===== config.mk =====
export PLATFORM = sky130hd
export DESIGN_NAME = lamp_fpu_sqrt_round
export DESIGN_NICKNAME = d
export VERILOG_FILES = /design/src/rtl/lamp_fpu_sqrt_round_pkg.sv /design/src/rtl/lamp_fpu_res_fifo.sv /design/src/rtl/lamp_fpu_sqrt_round.sv
export SDC_FILE = /design/constraint.sdc
export NUM_CORES = 1
export LEC_CHECK = 0
export CAP_MARGIN = 20
export CORE_ASPECT_RATIO = 1.2
export CORE_MARGIN = 5
export CORE_UTILIZATION = 56
export DETAILED_ROUTE_END_ITERATION = 8
export PLACE_DENSITY = 0.8
export REMOVE_ABC_BUFFERS = 1
export SLEW_MARGIN = 20
export SYNTH_ARGS = -nofsm -noshare
export SYNTH_HDL_FRONTEND = slang
export SYNTH_SLANG_ARGS = --single-unit

===== constraint.sdc =====
create_clock -name clk -period 3 [get_ports clk]
set_clock_uncertainty 0.05 [all_clocks]
set_input_delay 0.75 -clock clk [delete_from_list [all_inputs] [get_ports clk]]
set_output_delay 0.75 -clock clk [all_outputs]
set_load 0.05 [all_outputs]

===== src/rtl/lamp_fpu_sqrt_round_pkg.sv =====
// Shared types and helpers for the sqrt result rounding/packing slice.
//  LAMP_FLOAT_DW   width of a packed LAMP float {s, e[7:0], frac[6:0]}
//  RES_FIFO_DW     width of one buffered result {flags[1:0], float[15:0]}
//  lampRndFlags_t  {overflow, inexact} status attached to every result
//  FUNC_rndNearestEven  round-to-nearest-even plus mantissa-carry normalisation
package lamp_fpu_sqrt_round_pkg;

   localparam int LAMP_FLOAT_DW   = 16;
   localparam int LAMP_FLOAT_E_DW = 8;
   localparam int LAMP_FLOAT_F_DW = 7;
   localparam int RES_FIFO_DW     = LAMP_FLOAT_DW + 2;

   typedef struct packed {
      logic overflow;
      logic inexact;
   } lampRndFlags_t;

   typedef struct packed {
      logic [LAMP_FLOAT_E_DW-1:0] exp;
      logic [LAMP_FLOAT_F_DW-1:0] frac;
      lampRndFlags_t              flags;
   } lampRndRes_t;

   // f_res carries the fraction and guard bits only: [9:3]=frac, [2]=G, [1]=R, [0]=S.
   // The hidden bit is implied, so a carry out of the 7-bit fraction bumps the exponent.
   function automatic lampRndRes_t FUNC_rndNearestEven(
      input logic [9:0] f_res,
      input logic [7:0] e_res,
      input logic       is_to_round
   );
      lampRndRes_t r;
      logic        up;
      logic [7:0]  m9;
      r  = '0;
      up = is_to_round & f_res[2] & (f_res[3] | f_res[1] | f_res[0]);
      m9 = {1'b0, f_res[9:3]} + {7'b0, up};
      if (!is_to_round) begin
         // Zero/inf/NaN already encoded by the sqrt unit: pass through untouched.
         r.exp  = e_res;
         r.frac = f_res[9:3];
      end else begin
         r.flags.inexact = |f_res[2:0];
         if (m9[7]) begin
            r.exp  = e_res + 8'd1;
            r.frac = '0;
            // Carry into the all-ones exponent yields infinity (frac already 0).
            r.flags.overflow = (r.exp == 8'hFF);
         end else begin
            r.exp  = e_res;
            r.frac = m9[6:0];
         end
      end
      return r;
   endfunction

endpackage


===== src/rtl/lamp_fpu_res_fifo.sv =====
// Synchronous result FIFO with first-word-fall-through head.
//  clk, rst   clock, synchronous active-high reset (empties the FIFO)
//  push/wdata write one entry; ignored (and 'drop' pulses) when full without a pop
//  pop        remove the head; ignored when empty
//  rdata      head entry (valid only while ~empty)
//  full/empty/count occupancy status
//  drop       push attempted while full with no simultaneous pop
module lamp_fpu_res_fifo #(
   parameter int DEPTH = 4,
   parameter int W     = 18,
   parameter int CNT_W = $clog2(DEPTH) + 1
) (
   input  logic             clk,
   input  logic             rst,
   input  logic             push,
   input  logic [W-1:0]     wdata,
   input  logic             pop,
   output logic [W-1:0]     rdata,
   output logic             full,
   output logic             empty,
   output logic [CNT_W-1:0] count,
   output logic             drop
);

   localparam int PTR_W = $clog2(DEPTH);

   logic [W-1:0]     mem [DEPTH];
   logic [PTR_W-1:0] wr_ptr;
   logic [PTR_W-1:0] rd_ptr;
   logic             do_push;
   logic             do_pop;

   assign full    = (count == CNT_W'(DEPTH));
   assign empty   = (count == '0);
   assign do_pop  = pop & ~empty;
   // A pop in the same cycle frees the slot, so a push into a full FIFO still lands.
   assign do_push = push & (~full | do_pop);
   assign drop    = push & full & ~do_pop;
   assign rdata   = mem[rd_ptr];

   always_ff @(posedge clk) begin
      if (rst) begin
         wr_ptr <= '0;
         rd_ptr <= '0;
         count  <= '0;
      end else begin
         // Power-of-two depth: pointers wrap by natural overflow.
         if (do_push) wr_ptr <= wr_ptr + PTR_W'(1);
         if (do_pop)  rd_ptr <= rd_ptr + PTR_W'(1);
         case ({do_push, do_pop})
            2'b10:   count <= count + CNT_W'(1);
            2'b01:   count <= count - CNT_W'(1);
            default: count <= count;
         endcase
      end
   end

   // NOTE: storage is deliberately not reset; count/pointers alone define which entries are live.
   always_ff @(posedge clk) begin
      if (do_push) mem[wr_ptr] <= wdata;
   end

endmodule


===== src/rtl/lamp_fpu_sqrt_round.sv =====
// Consumer end of the sqrt result interface.
// Rounds the unrounded sqrt result (RNE + carry normalisation), packs a 16-bit
// LAMP float, and buffers it behind a valid/ready output. The sqrt unit cannot
// stall, so the issuer is gated by a credit counter sized to the FIFO.
//  valid_i/s_res_i/e_res_i/f_res_i/isToRound_i  unrounded result from sqrt unit
//  issue_i / can_issue_o                        credit reservation handshake
//  res_o/flags_o/res_valid_o/res_ready_i        buffered output, flags {overflow, inexact}
//  ovf_err_o                                    sticky protocol/overflow error
module lamp_fpu_sqrt_round
   import lamp_fpu_sqrt_round_pkg::*;
#(
   parameter int FIFO_DEPTH = 4,
   parameter int CNT_W      = $clog2(FIFO_DEPTH) + 1
) (
   input  logic                     clk,
   input  logic                     rst,
   input  logic                     valid_i,
   input  logic                     s_res_i,
   input  logic [7:0]               e_res_i,
   input  logic [11:0]              f_res_i,
   input  logic                     isToRound_i,
   input  logic                     issue_i,
   output logic                     can_issue_o,
   output logic [LAMP_FLOAT_DW-1:0] res_o,
   output logic [1:0]               flags_o,
   output logic                     res_valid_o,
   input  logic                     res_ready_i,
   output logic                     ovf_err_o
);

   lampRndRes_t             rnd_res;
   logic                    rnd_valid;
   logic [RES_FIFO_DW-1:0]  rnd_data;
   logic [RES_FIFO_DW-1:0]  head_data;
   logic                    fifo_full;
   logic                    fifo_empty;
   logic [CNT_W-1:0]        fifo_count;
   logic                    fifo_drop;
   logic                    pop;
   logic [CNT_W-1:0]        cred;
   logic                    cred_full;
   logic                    unused_ok;

   // Carry bit [11] and hidden bit [10] do not affect rounding; occupancy is
   // tracked by the credit counter instead of the FIFO count.
   assign unused_ok = ^{f_res_i[11:10], fifo_full, fifo_count};

   // ---------------- Stage RND ----------------
   assign rnd_res = FUNC_rndNearestEven(f_res_i[9:0], e_res_i, isToRound_i);

   always_ff @(posedge clk) begin
      if (rst) rnd_valid <= 1'b0;
      else     rnd_valid <= valid_i;
   end

   // Datapath register is qualified by rnd_valid, so it needs no reset.
   always_ff @(posedge clk) begin
      if (valid_i) rnd_data <= {rnd_res.flags, s_res_i, rnd_res.exp, rnd_res.frac};
   end

   // ---------------- Stage FIFO ----------------
   assign pop = res_valid_o & res_ready_i;

   lamp_fpu_res_fifo #(
      .DEPTH (FIFO_DEPTH),
      .W     (RES_FIFO_DW),
      .CNT_W (CNT_W)
   ) u_res_fifo (
      .clk   (clk),
      .rst   (rst),
      .push  (rnd_valid),
      .wdata (rnd_data),
      .pop   (pop),
      .rdata (head_data),
      .full  (fifo_full),
      .empty (fifo_empty),
      .count (fifo_count),
      .drop  (fifo_drop)
   );

   assign res_valid_o = ~fifo_empty;
   // Head is driven from registered storage; forced to zero while empty so
   // the output is clean after reset and between bursts.
   assign res_o   = fifo_empty ? '0 : head_data[LAMP_FLOAT_DW-1:0];
   assign flags_o = fifo_empty ? '0 : head_data[RES_FIFO_DW-1:LAMP_FLOAT_DW];

   // ---------------- Credit counter ----------------
   assign cred_full   = (cred == CNT_W'(FIFO_DEPTH));
   assign can_issue_o = (cred < CNT_W'(FIFO_DEPTH));

   always_ff @(posedge clk) begin
      if (rst) begin
         cred <= '0;
      end else if (issue_i && !pop && !cred_full) begin
         cred <= cred + CNT_W'(1);
      end else if (!issue_i && pop) begin
         cred <= cred - CNT_W'(1);
      end
   end

   always_ff @(posedge clk) begin
      if (rst)                                   ovf_err_o <= 1'b0;
      else if (fifo_drop || (issue_i && cred_full)) ovf_err_o <= 1'b1;
   end

endmodule


=== Word level (Yosys, flattened, before mapping) ===
Memories as Yosys holds them, arrays and structs flattened. A register that Yosys moved wholly into a read port is not among the register bits.
Cells that the tools add are included.

* Register bits: 30
* RAM bits: 72
* Input port bits: 27
* Word-level logic and storage cells: 61
* Memories: 1

* Add/subtract/negate cells: 8
* Magnitude comparators: 1
* Eq/ne operators: 5
* Muxes and demuxes: 11
* Bitwise operators: 13
* Reductions and logical operators: 13

{| class="wikitable"
|+ Memory list
! memory !! depth !! width !! rd ports !! clocked after memory_dff !! write ports !! RTL line !! source
|-
| u_res_fifo.mem || 4 || 18 || 1 || 1 || 1 || lamp_fpu_res_fifo.sv:27 || <nowiki>logic [W-1:0] mem [DEPTH];</nowiki>
|}

{| class="wikitable"
|+ Operators by type and width
! cell !! number
|-
| two-way mux 15 bit || 2
|-
| two-way mux 16 bit || 1
|-
| adder 7 x 1 -> 8 bit || 1
|-
| adder 8 x 1 -> 8 bit, second input constant || 1
|-
| == test 8 bit, second input constant || 1
|-
| bitwise AND 1 bit || 7
|-
| adder 3 x 1 -> 3 bit, second input constant || 2
|-
| == test 3 bit, second input constant || 2
|-
| two-way mux 2 bit || 3
|-
| two-way mux 3 bit || 2
|-
| one-hot mux 3 bit (2 select lines) || 1
|-
| subtractor 3 x 1 -> 3 bit, second input constant || 2
|-
| adder 2 x 1 -> 2 bit, second input constant || 2
|-
| logical AND 1 bit || 4
|-
| nonzero test 2 bit || 2
|-
| zero test 1 bit || 3
|-
| zero test 3 bit || 1
|-
| less-than comparator 3 bit, second input constant || 1
|-
| inverter 1 bit || 3
|-
| OR 1 bit || 3
|-
| OR reduction 3 bit || 1
|-
| == test 2 x 1 -> 1 bit, second input constant || 1
|-
| == test 2 bit, second input constant || 1
|-
| two-way mux 1 bit || 2
|-
| other kinds (2) || 2
|}

=== Depth between registers and ports, before layout ===
Gate-level depths: netlist of run 1.

* Depth after elaboration: 8
* Depth in mapped cells: 9
* Mapped depth without buffers: 7

=== By module ===
From an unflattened synthesis of run 1, not the netlist that was laid out.

* Cells, all modules: 282
* Area, all modules: 4506.8 um^2

{| class="wikitable"
|+ Modules (own cells, without submodules)
! module !! instances !! cells an instance !! area each (um^2)
|-
| lamp_fpu_res_fifo || 1 || 149 || 3106.7
|-
| lamp_fpu_sqrt_round || 1 || 133 || 1400.1
|}

=== Worst setup path before layout of run 1 ===
No wires, ideal clock.

* Path kind: reg2out
* Start: register u_res_fifo.count[2]
* End: output port flags_o[0]
* Arrival: 1.711 ns
* Data required time: 2.200 ns
* Path slack: 0.489 ns
* Cell stages (with the launch flop): 4
* Path buffers: 1
* Cell sequence: dfxtp_1 -> or3_4 -> clkbuf_1 -> and2_1

* Longest elaborated chain between the ends: 2

{| class="wikitable"
|+ Ends and longest elaborated chain
! item !! RTL line !! source
|-
| start, declared || lamp_fpu_res_fifo.sv:21 || <nowiki>output logic [CNT_W-1:0] count,</nowiki>
|-
| start signal, assigned || lamp_fpu_res_fifo.sv:51 || <nowiki>2'b10: count <= count + CNT_W'(1);</nowiki>
|-
| start signal, assigned || lamp_fpu_res_fifo.sv:52 || <nowiki>2'b01: count <= count - CNT_W'(1);</nowiki>
|-
| start signal, assigned || lamp_fpu_res_fifo.sv:53 || <nowiki>default: count <= count;</nowiki>
|-
| zero test 3 bit || lamp_fpu_res_fifo.sv:34 || <nowiki>assign empty = (count == '0);</nowiki>
|-
| two-way mux 2 bit || lamp_fpu_sqrt_round.sv:85 || <nowiki>assign flags_o = fifo_empty ? '0 : head_data[RES_FIFO_DW-1:LAMP_FLOAT_DW];</nowiki>
|-
| end, declared || lamp_fpu_sqrt_round.sv:25 || <nowiki>output logic [1:0] flags_o,</nowiki>
|}

No other way between the ends.

=== Worst setup path in the final report of run 1 ===
* Start: register u_res_fifo.count[0]
* End: output port res_valid_o

* Longest elaborated chain between the ends: 2

{| class="wikitable"
|+ Ends and longest elaborated chain
! item !! RTL line !! source
|-
| zero test 3 bit || lamp_fpu_res_fifo.sv:34 ||
|-
| inverter 1 bit || lamp_fpu_sqrt_round.sv:81 || <nowiki>assign res_valid_o = ~fifo_empty;</nowiki>
|-
| end, declared || lamp_fpu_sqrt_round.sv:26 || <nowiki>output logic res_valid_o,</nowiki>
|}

No other way between the ends.

==> out/qor.csv, run 1 <==
metric,value,unit
status,"finished, final reports clean",
# diodes,0,
Synth top area share,0.6039,
synthesis-stage register bit count,104,
grt total ovfl,0,
clk buf depth,2,
DR vias,2464,
# nets final,374,
Tcrit/Tclk final,0.9508,
area delta synth->final,17.56,%
Worst Hold Class,reg2reg,
Slew HR,0.6571,
Clock transition at path regs,0.10,ns
crit path DAT,2.05,ns
GRT Util Overall,0.1663,
Syn Inst Count,282,
Setup Viol. Count Final,0,
Synth area leaders,"edfxtp_1 60%, mux4_2 9.1%, dfxtp_1 6.3%",
Die ar.,0.009887,mm^2
Synth top cells by count,"90 x edfxtp_1, 23 x nor2_1, 22 x and2_1, 18 x mux4_2, 14 x dfxtp_1",
"Hold Vio Cnt, Final",0,
Final Max Slew Viols,0,
GP Congestion,0.8618,
Num Clock Sinks,104,
layout cells sized above 1,0.2135,
largest net degree at the start of global routing,20,
post-synth top area cell,edfxtp_1,
Crit path required time,2.20,ns
maximum vdd drop,268.1,uV
post-DR wirelength/cell,17.47,um
placed wire-length estimate,5190,um
initial antenna violation count,0,
clock latency on the worst-skew pair,0.35,ns
drt pass-1 iters,4,
number of DRC markers in iteration 0,167,
Core ar.,0.007751,mm^2
vias in the first global route,2438,
syn avg cell area,15.87,um^2
post-synthesis cell area,0.004476,mm^2
crit path max fanout,14,
Finished Layout Cells,434,
Period minus WS final,2.852,ns
TritonCTS clock tree,built,
Synth async-reset ratio,0,
Die Ht,107.9,um
post-CTS sizing,0,
Initial Utilization,0.5774,
row count,35,
H-tree levels,3,
drt via density,5.677,
critical path launch point type,flip-flop,
post-CTS setup repair buffer count,0,
Synth Warn #,0,
RSZ-0062 raised after global routing,false,
Final Power,3279,uW
Max Freq,0.3506,GHz
CTS Hold Bufs,0,
PD cells,623.3,mW/mm^2
Cell variety after synth,47,
cell count after placement,418,
Post-DRT Antenna Nets,0,
Die X,91.61,um
total leakage power,0.001791,uW
I/O pin count,48,
sequential area share after synthesis,0.6665,
Num CTS Buffers,9,
first-pass GRT wire length,12510,um
Total Wirelength,7581,um
most frequent cell after synthesis,edfxtp_1,
critical path class,reg2out,
PortBufs,45,
"EDFF count, synth",90,
clk root buf,clkbuf_8,
Max-Cap Viols,0,
setup TNS,0,ns
CP Capture Type,primary output,
Slew @ Worst Pin,0.5127,ns
FILL cells,525,
DRC Markers,0,
Synth Flop Type,edfxtp_1,
[worst paths after layout]
check,cells after the start,start,to,slack [ns]
max reg2reg,7,u_res_fifo.count[0]$_SDFFE_PP0P_,u_res_fifo.count[1]$_SDFFE_PP0P_,0.50
max,2,u_res_fifo.count[0]$_SDFFE_PP0P_,res_valid_o,0.15
min reg2reg,0,rnd_data[9]$_DFFE_PP_,u_res_fifo.mem[0][9]$_DFFE_PP_,0.46
min,0,rnd_data[9]$_DFFE_PP_,u_res_fifo.mem[0][9]$_DFFE_PP_,0.46
[worst max-delay path: stages, from the launching register on]
cell,delay [ns]
dfxtp_1,0.43
or3_4,0.52
clkdlybuf4s50_1,0.74
[where the power goes]
| part | internal [uW] | switching [uW] | leakage [uW] | total [uW] |
|---|---|---|---|---|
| sequential | 1650 | 60.3 | 0.000944 | 1710 |
| combinational | 288 | 412 | 0.000741 | 700 |
| clock | 396 | 469 | 0.000106 | 865 |
| total | 2340 | 941 | 0.00179 | 3280 |
[cell families (layout without fill, tap and decap cells)]
kind of cell / Yosys count / in the layout / share of synthesized area
xor+xnor: 16 / 16 / 0.03131
compound gates: 25 / 25 / 0.04445
buf+inv: 22 / 82 / 0.02460
flops: 104 / 104 / 0.6665
mux: 25 / 25 / 0.1076
simple gates: 80 / 80 / 0.09421
fa+ha+maj: 10 / 10 / 0.03131
[through the flow]
stage          cell area (um^2)  hold WS, ns  setup WS, ns    util
2_1_floorplan              4399       0.4087        0.3483       -
3_3_place_gp               5060       0.4191        0.1153  0.6528
3_5_place_dp               5060       0.4477        0.1041  0.6528
4_1_cts                    5261       0.4594        0.1235  0.6788
5_1_grt                    5261       0.4825       0.06318  0.6788
6_report                   5261       0.4603        0.1477  0.6788
[registers in the layout, indices dropped and copies added (netlist names), named ones only]
signal	count
rnd_data	18
cred	3
u_res_fifo.rd_ptr	2
u_res_fifo.wr_ptr	2
ovf_err_o	1
u_res_fifo.mem	72
rnd_valid	1
u_res_fifo.count	3
[cell usage in the layout (no fill, tap or decap), drive strengths merged, types with 4 or more instances in the layout]
cell           instances
mux2i                  5
clkdlybuf4s50         27
nand2                 10
ha                     8
nand4                  4
mux4                  18
dfxtp                 14
a21oi                  6
inv                   12
edfxtp                90
and2                  22
clkbuf                 9
xnor2                 11
nor3                   4
buf                   30
nor2                  23
nand3                  7
xor2                   5
o21ai                  4
[layer usage]
| layer | track usage | vias up | wire length (um) |
|---|---|---|---|
| met5 | 0 | - | 0 |
| met4 | 0.07112 | 0 | 116 |
| met1 | 0.2223 | 1224 | 3352 |
| met3 | 0.02018 | 7 | 258 |
| met2 | 0.2773 | 55 | 3853 |
| li1 | - | 1178 | - |
[final cells by class]
cell class | count | area, um^2 | share of cell area
Multi-Input combinational cell | 156 | 1383 | 0.2628
Timing Repair Buffer | 57 | 545.5 | 0.1037
Sequential cell | 104 | 2983 | 0.5669
Tap cell | 92 | 115.1 | 0.02188
Inverter | 9 | 33.78 | 0.006421
Clock inverter | 7 | 77.57 | 0.01474
Clock buffer | 9 | 123.9 | 0.02354
(Power assumes the default switching activity.)
==> inputs of run 2 (changes only) <==
--- a/config.mk
+++ b/config.mk
@@ -15,4 +15,5 @@
 export SLEW_MARGIN = 20
 export SYNTH_ARGS = -nofsm -noshare
 export SYNTH_HDL_FRONTEND = slang
+export SYNTH_HIERARCHICAL = 1
 export SYNTH_SLANG_ARGS = --single-unit
==> run 2 against run 1 <==
Worst hold slack lost 0.0056 ns. Critical endpoint unchanged. Core utilization hardly changed. First-iteration DRC count down 50%. Critical path depth up 2. Clock power decreased by 9.1%. Power is 11% lower. Via count fell by 2.5%. Highest routed layer unchanged. Global-route usage down 0.74 points. Count of clock-buffer cells in the layout increased by 1. Setup slack improved by 0.038 ns. Final cell count up 1.4%.
==> out/qor.csv, run 2 <==
metric,value,unit
status,"finished, final reports clean",
PortBufs,45,
critical path class,reg2out,
crit path DAT,2.01,ns
Max-Cap Viols,0,
Core ar.,0.007751,mm^2
# nets final,381,
post-CTS setup repair buffer count,0,
Max Freq,0.3553,GHz
grt total ovfl,0,
placed wire-length estimate,4884,um
Worst Hold Class,reg2reg,
first-pass GRT wire length,12080,um
vias in the first global route,2524,
post-layout util,0.6786,
total leakage power,0.001806,uW
Num CTS Buffers,9,
CP cell instances,nor3_2 -> buf_4 -> inv_1 -> clkdlybuf4s50_1,
Slew HR,0.6206,
Worst path slowest cell,clkdlybuf4s50_1,
most frequent cells in the layout,"90 x edfxtp_1, 33 x buf_4, 27 x clkdlybuf4s50_1",
Crit path required time,2.20,ns
crit path max fanout,21,
biggest regs,"u_res_fifo/mem x72, rnd_data x18",
Final Power,2908,uW
Total Wirelength,7248,um
Largest register FFs,72,
Clock transition at path regs,0.09,ns
Finished Layout Cells,440,
Hold Slack,0.4547,ns
RSZ-0062 raised after global routing,false,
maximum vdd drop,281.0,uV
drt pass-1 iters,4,
FILL cells,553,
Final Max Slew Viols,0,
Slew @ Worst Pin,0.5674,ns
Period minus WS final,2.814,ns
Tcrit/Tclk final,0.9381,
"slowest stage delay, CP",0.80,ns
area delta synth->final,16.88,%
DR vias,2402,
clock latency on the worst-skew pair,0.35,ns
CTS Hold Bufs,0,
post-CTS sizing,0,
"Hold Vio Cnt, Final",0,
post-DR wirelength/cell,16.47,um
row count,35,
"CP delay by family, top",buffers and inverters,
Die X,91.84,um
GRT Util Overall,0.1588,
H-tree levels,3,
drt via density,5.459,
syn avg cell area,16.02,um^2
"commonest non-fill, non-tap cell in the layout",edfxtp_1,
Post-DRT Antenna Nets,0,
Synth Warn #,6,
clk buf depth,2,
PD cells,552.9,mW/mm^2
Place WS,-0.06902,ns
largest net degree at the start of global routing,22,
GP Congestion,0.7751,
clk root buf,clkbuf_8,
initial antenna violation count,0,
Die Ht,108.2,um
TritonCTS clock tree,built,
DRC Markers,0,
Die ar.,0.009937,mm^2
Num Clock Sinks,104,
cell count after placement,424,
number of DRC markers in iteration 0,83,
fin worst setup slack,0.1857,ns
critical path launch point type,flip-flop,
Largest Register,u_res_fifo/mem,
Syn Inst Count,281,
CP Capture Type,primary output,
layout cells sized above 1,0.2356,
I/O pin count,48,
buffers plus inverters on the worst setup path,3,
post-synthesis cell area,0.004501,mm^2
Initial Utilization,0.5806,
# diodes,0,
Setup Viol. Count Final,0,
## run 2: per-stage QoR
step,area [um^2],setup TNS (ns)
floorplan,4442,-0.9503
global placement,5080,0
detailed placement,5080,-0.06902
CTS,5260,0
global route,5260,0
finish,5260,0
## run 2: power breakdown
| part | switching (uW) | internal, uW |
|---|---|---|
| Sequential | 41.4 | 1640 |
| Clock | 470 | 316 |
| Combinational | 264 | 175 |
## run 2: metal layers
layer,up-vias,wire (um),track usage,part of all wire
li1,1168,-,-,-
met1,1186,3086,0.1895,0.43
met2,43,3782,0.2898,0.52
met3,5,328,0.03758,0.045
met4,0,51,0.04140,0.0070
met5,-,0,0,0
## run 2: layout make-up
| cell class | instances | area (um^2) | area share |
|---|---|---|---|
| clock buffer | 10 | 127.6 | 0.02426 |
| clock inverter | 6 | 52.55 | 0.009990 |
| inverter | 14 | 66.31 | 0.01261 |
| multi-input combinational | 154 | 1398 | 0.2657 |
| sequential | 104 | 2983 | 0.5671 |
| tap | 92 | 115.1 | 0.02188 |
| timing repair buffer | 60 | 518.0 | 0.09848 |
## run 2: worst reg2reg max path: cells and delay by family, from the launching register on
family          cells  cell delay, ns
simple gates        5            0.97
buf+inv             3            0.20
xor+xnor            1            0.16
fa+ha+maj           2            0.53
compound gates      1            0.14
flops               1            0.39
## run 2: final timing paths
path,startpoint,to,slack (ns),cells past startpoint
max,u_res_fifo/count[0]$_SDFFE_PP0P_,res_valid_o,0.19,4
min,u_res_fifo/rd_ptr[1]$_SDFFE_PP0P_,flip-flop,0.45,2
max reg2reg,u_res_fifo/count[0]$_SDFFE_PP0P_,u_res_fifo/count[2]$_SDFFE_PP0P_,0.48,12
min reg2reg,u_res_fifo/rd_ptr[1]$_SDFFE_PP0P_,flip-flop,0.45,2
==> inputs of run 3 (changes only) <==
--- a/config.mk
+++ b/config.mk
@@ -10,10 +10,11 @@
 export CORE_MARGIN = 5
 export CORE_UTILIZATION = 56
 export DETAILED_ROUTE_END_ITERATION = 8
-export PLACE_DENSITY = 0.8
+export PLACE_DENSITY_LB_ADDON = 0.25
 export REMOVE_ABC_BUFFERS = 1
 export SLEW_MARGIN = 20
 export SYNTH_ARGS = -nofsm -noshare
 export SYNTH_HDL_FRONTEND = slang
 export SYNTH_HIERARCHICAL = 1
 export SYNTH_SLANG_ARGS = --single-unit
+export TNS_END_PERCENT = 1
==> run 3 against run 2 <==
Combinational power up 3%. Maximum frequency down 0.85%. Die area unchanged. Power down 0.30%. Sequential share of layout area down 0.59 points. Count of clock-buffer cells in the layout down 1. Worst hold slack worse by 0.020 ns. Global-route usage up 0.81 points. Wire length up 1.8%. Core utilization up 0.71 points. Critical path depth unchanged. Critical path type unchanged.
==> out/qor.csv, run 3 (synthesis results as in run 2) <==
metric,value,unit
status,"finished, final reports clean",
maximum vdd drop,230.7,uV
Setup Viol. Count Final,0,
fin worst setup slack,0.1615,ns
Total Wirelength,7378,um
number of DRC markers in iteration 0,130,
placed wire-length estimate,5041,um
critical path launch point type,flip-flop,
# diodes,0,
GRT met3 Usage,0.02575,
post-DR wirelength/cell,16.73,um
clock latency on the worst-skew pair,0.35,ns
"Hold Vio Cnt, Final",0,
Max Freq,0.3523,GHz
H-tree levels,3,
PD cells,545.5,mW/mm^2
Hold Slack,0.4350,ns
Die ar.,0.009937,mm^2
DR vias,2441,
most frequent cells in the layout,"90 x edfxtp_1, 30 x buf_4, 27 x clkdlybuf4s50_1",
PortBufs,45,
row count,35,
drt via density,5.535,
Worst path slowest cell,clkdlybuf4s50_1,
Die X,91.84,um
post-CTS sizing,0,
Core ar.,0.007751,mm^2
biggest regs,"u_res_fifo/mem x72, rnd_data x18",
Largest register FFs,72,
Worst Hold Class,reg2reg,
Post-DRT Antenna Nets,0,
Slew @ Worst Pin,0.5044,ns
FILL cells,549,
Largest Register,u_res_fifo/mem,
clk root buf,clkbuf_8,
DRC Markers,0,
met1 GRT Util,0.1949,
Place WS,-0.04548,ns
CP cell instances,nor3_2 -> buf_4 -> inv_1 -> clkdlybuf4s50_1,
drt pass-1 iters,4,
Tcrit/Tclk final,0.9462,
crit path DAT,2.04,ns
M2 GR Usage,0.3018,
I/O pin count,48,
gr busiest metal,met2,
GRT Util Overall,0.1669,
"commonest non-fill, non-tap cell in the layout",edfxtp_1,
CP Capture Type,primary output,
"slowest stage delay, CP",0.80,ns
area delta synth->final,18.10,%
Slew HR,0.6627,
layout cells sized above 1,0.2378,
largest net degree at the start of global routing,22,
Die Ht,108.2,um
Num Clock Sinks,104,
post-CTS setup repair buffer count,0,
# nets final,382,
Crit path required time,2.20,ns
RSZ-0062 raised after global routing,false,
WHS Path Cells,2,
vias in the first global route,2546,
clk buf depth,2,
CTS Hold Bufs,0,
total leakage power,0.001820,uW
TritonCTS clock tree,built,
reg2reg path depth,12,
Period minus WS final,2.838,ns
Initial Utilization,0.5806,
first-pass GRT wire length,12460,um
Max-Cap Viols,0,
GP Congestion,0.7547,
Final Max Slew Viols,0,
Num CTS Buffers,9,
crit path max fanout,21,
Clock transition at path regs,0.10,ns
critical path class,reg2out,
initial antenna violation count,0,
grt total ovfl,0,
## run 3: final timing paths
path                                                        from                                to  slack, ns
worst min-delay path                      ovf_err_o$_SDFFE_PP0P_            ovf_err_o$_SDFFE_PP0P_       0.43
worst min register to register            ovf_err_o$_SDFFE_PP0P_            ovf_err_o$_SDFFE_PP0P_       0.43
worst max register to register  u_res_fifo/count[0]$_SDFFE_PP0P_  u_res_fifo/count[2]$_SDFFE_PP0P_       0.50
worst max-delay path            u_res_fifo/count[0]$_SDFFE_PP0P_                       res_valid_o       0.16
## run 3: layer usage
layer | routed length [um] | share of wire | vias to the layer above
met5 | 0 | 0 | -
met4 | 110 | 0.015 | 0
met3 | 292 | 0.040 | 6
met2 | 3987 | 0.54 | 52
met1 | 2988 | 0.40 | 1209
li1 | - | - | 1174
## run 3: final cells by class
| cell class | instances | area (um^2) | share of cell area |
|---|---|---|---|
| clock inverter | 7 | 53.80 | 0.01012 |
| multi-input combinational | 154 | 1398 | 0.2629 |
| inverter | 14 | 66.31 | 0.01248 |
| timing repair buffer | 61 | 575.6 | 0.1083 |
| tap | 92 | 115.1 | 0.02166 |
| clock buffer | 9 | 123.9 | 0.02331 |
| sequential | 104 | 2983 | 0.5612 |
## run 3: critical path: cells and delay by family (launching register included)
| kind | cells | cell delay (ns) |
|---|---|---|
| buffers and inverters | 3 | 1.11 |
| DFF | 1 | 0.49 |
| and+or+nand+nor | 1 | 0.08 |
## run 3: metrics by stage
stage               std cells  cell area, um^2  utilization  total power (uW)  TNS (ns)
finish                    441             5315       0.6857              2900         0
global route              441             5315       0.6857              3039         0
CTS                       441             5315       0.6857              2926         0
detailed placement        425             5137       0.6628              2172  -0.04548
global placement          425             5137       0.6628              2156         0
floorplan                 272             4442            -              1987   -0.9503
## run 3: power by group
part           internal [uW]  switching, uW
clock network            307            459
registers               1640           39.5
logic                    181            270
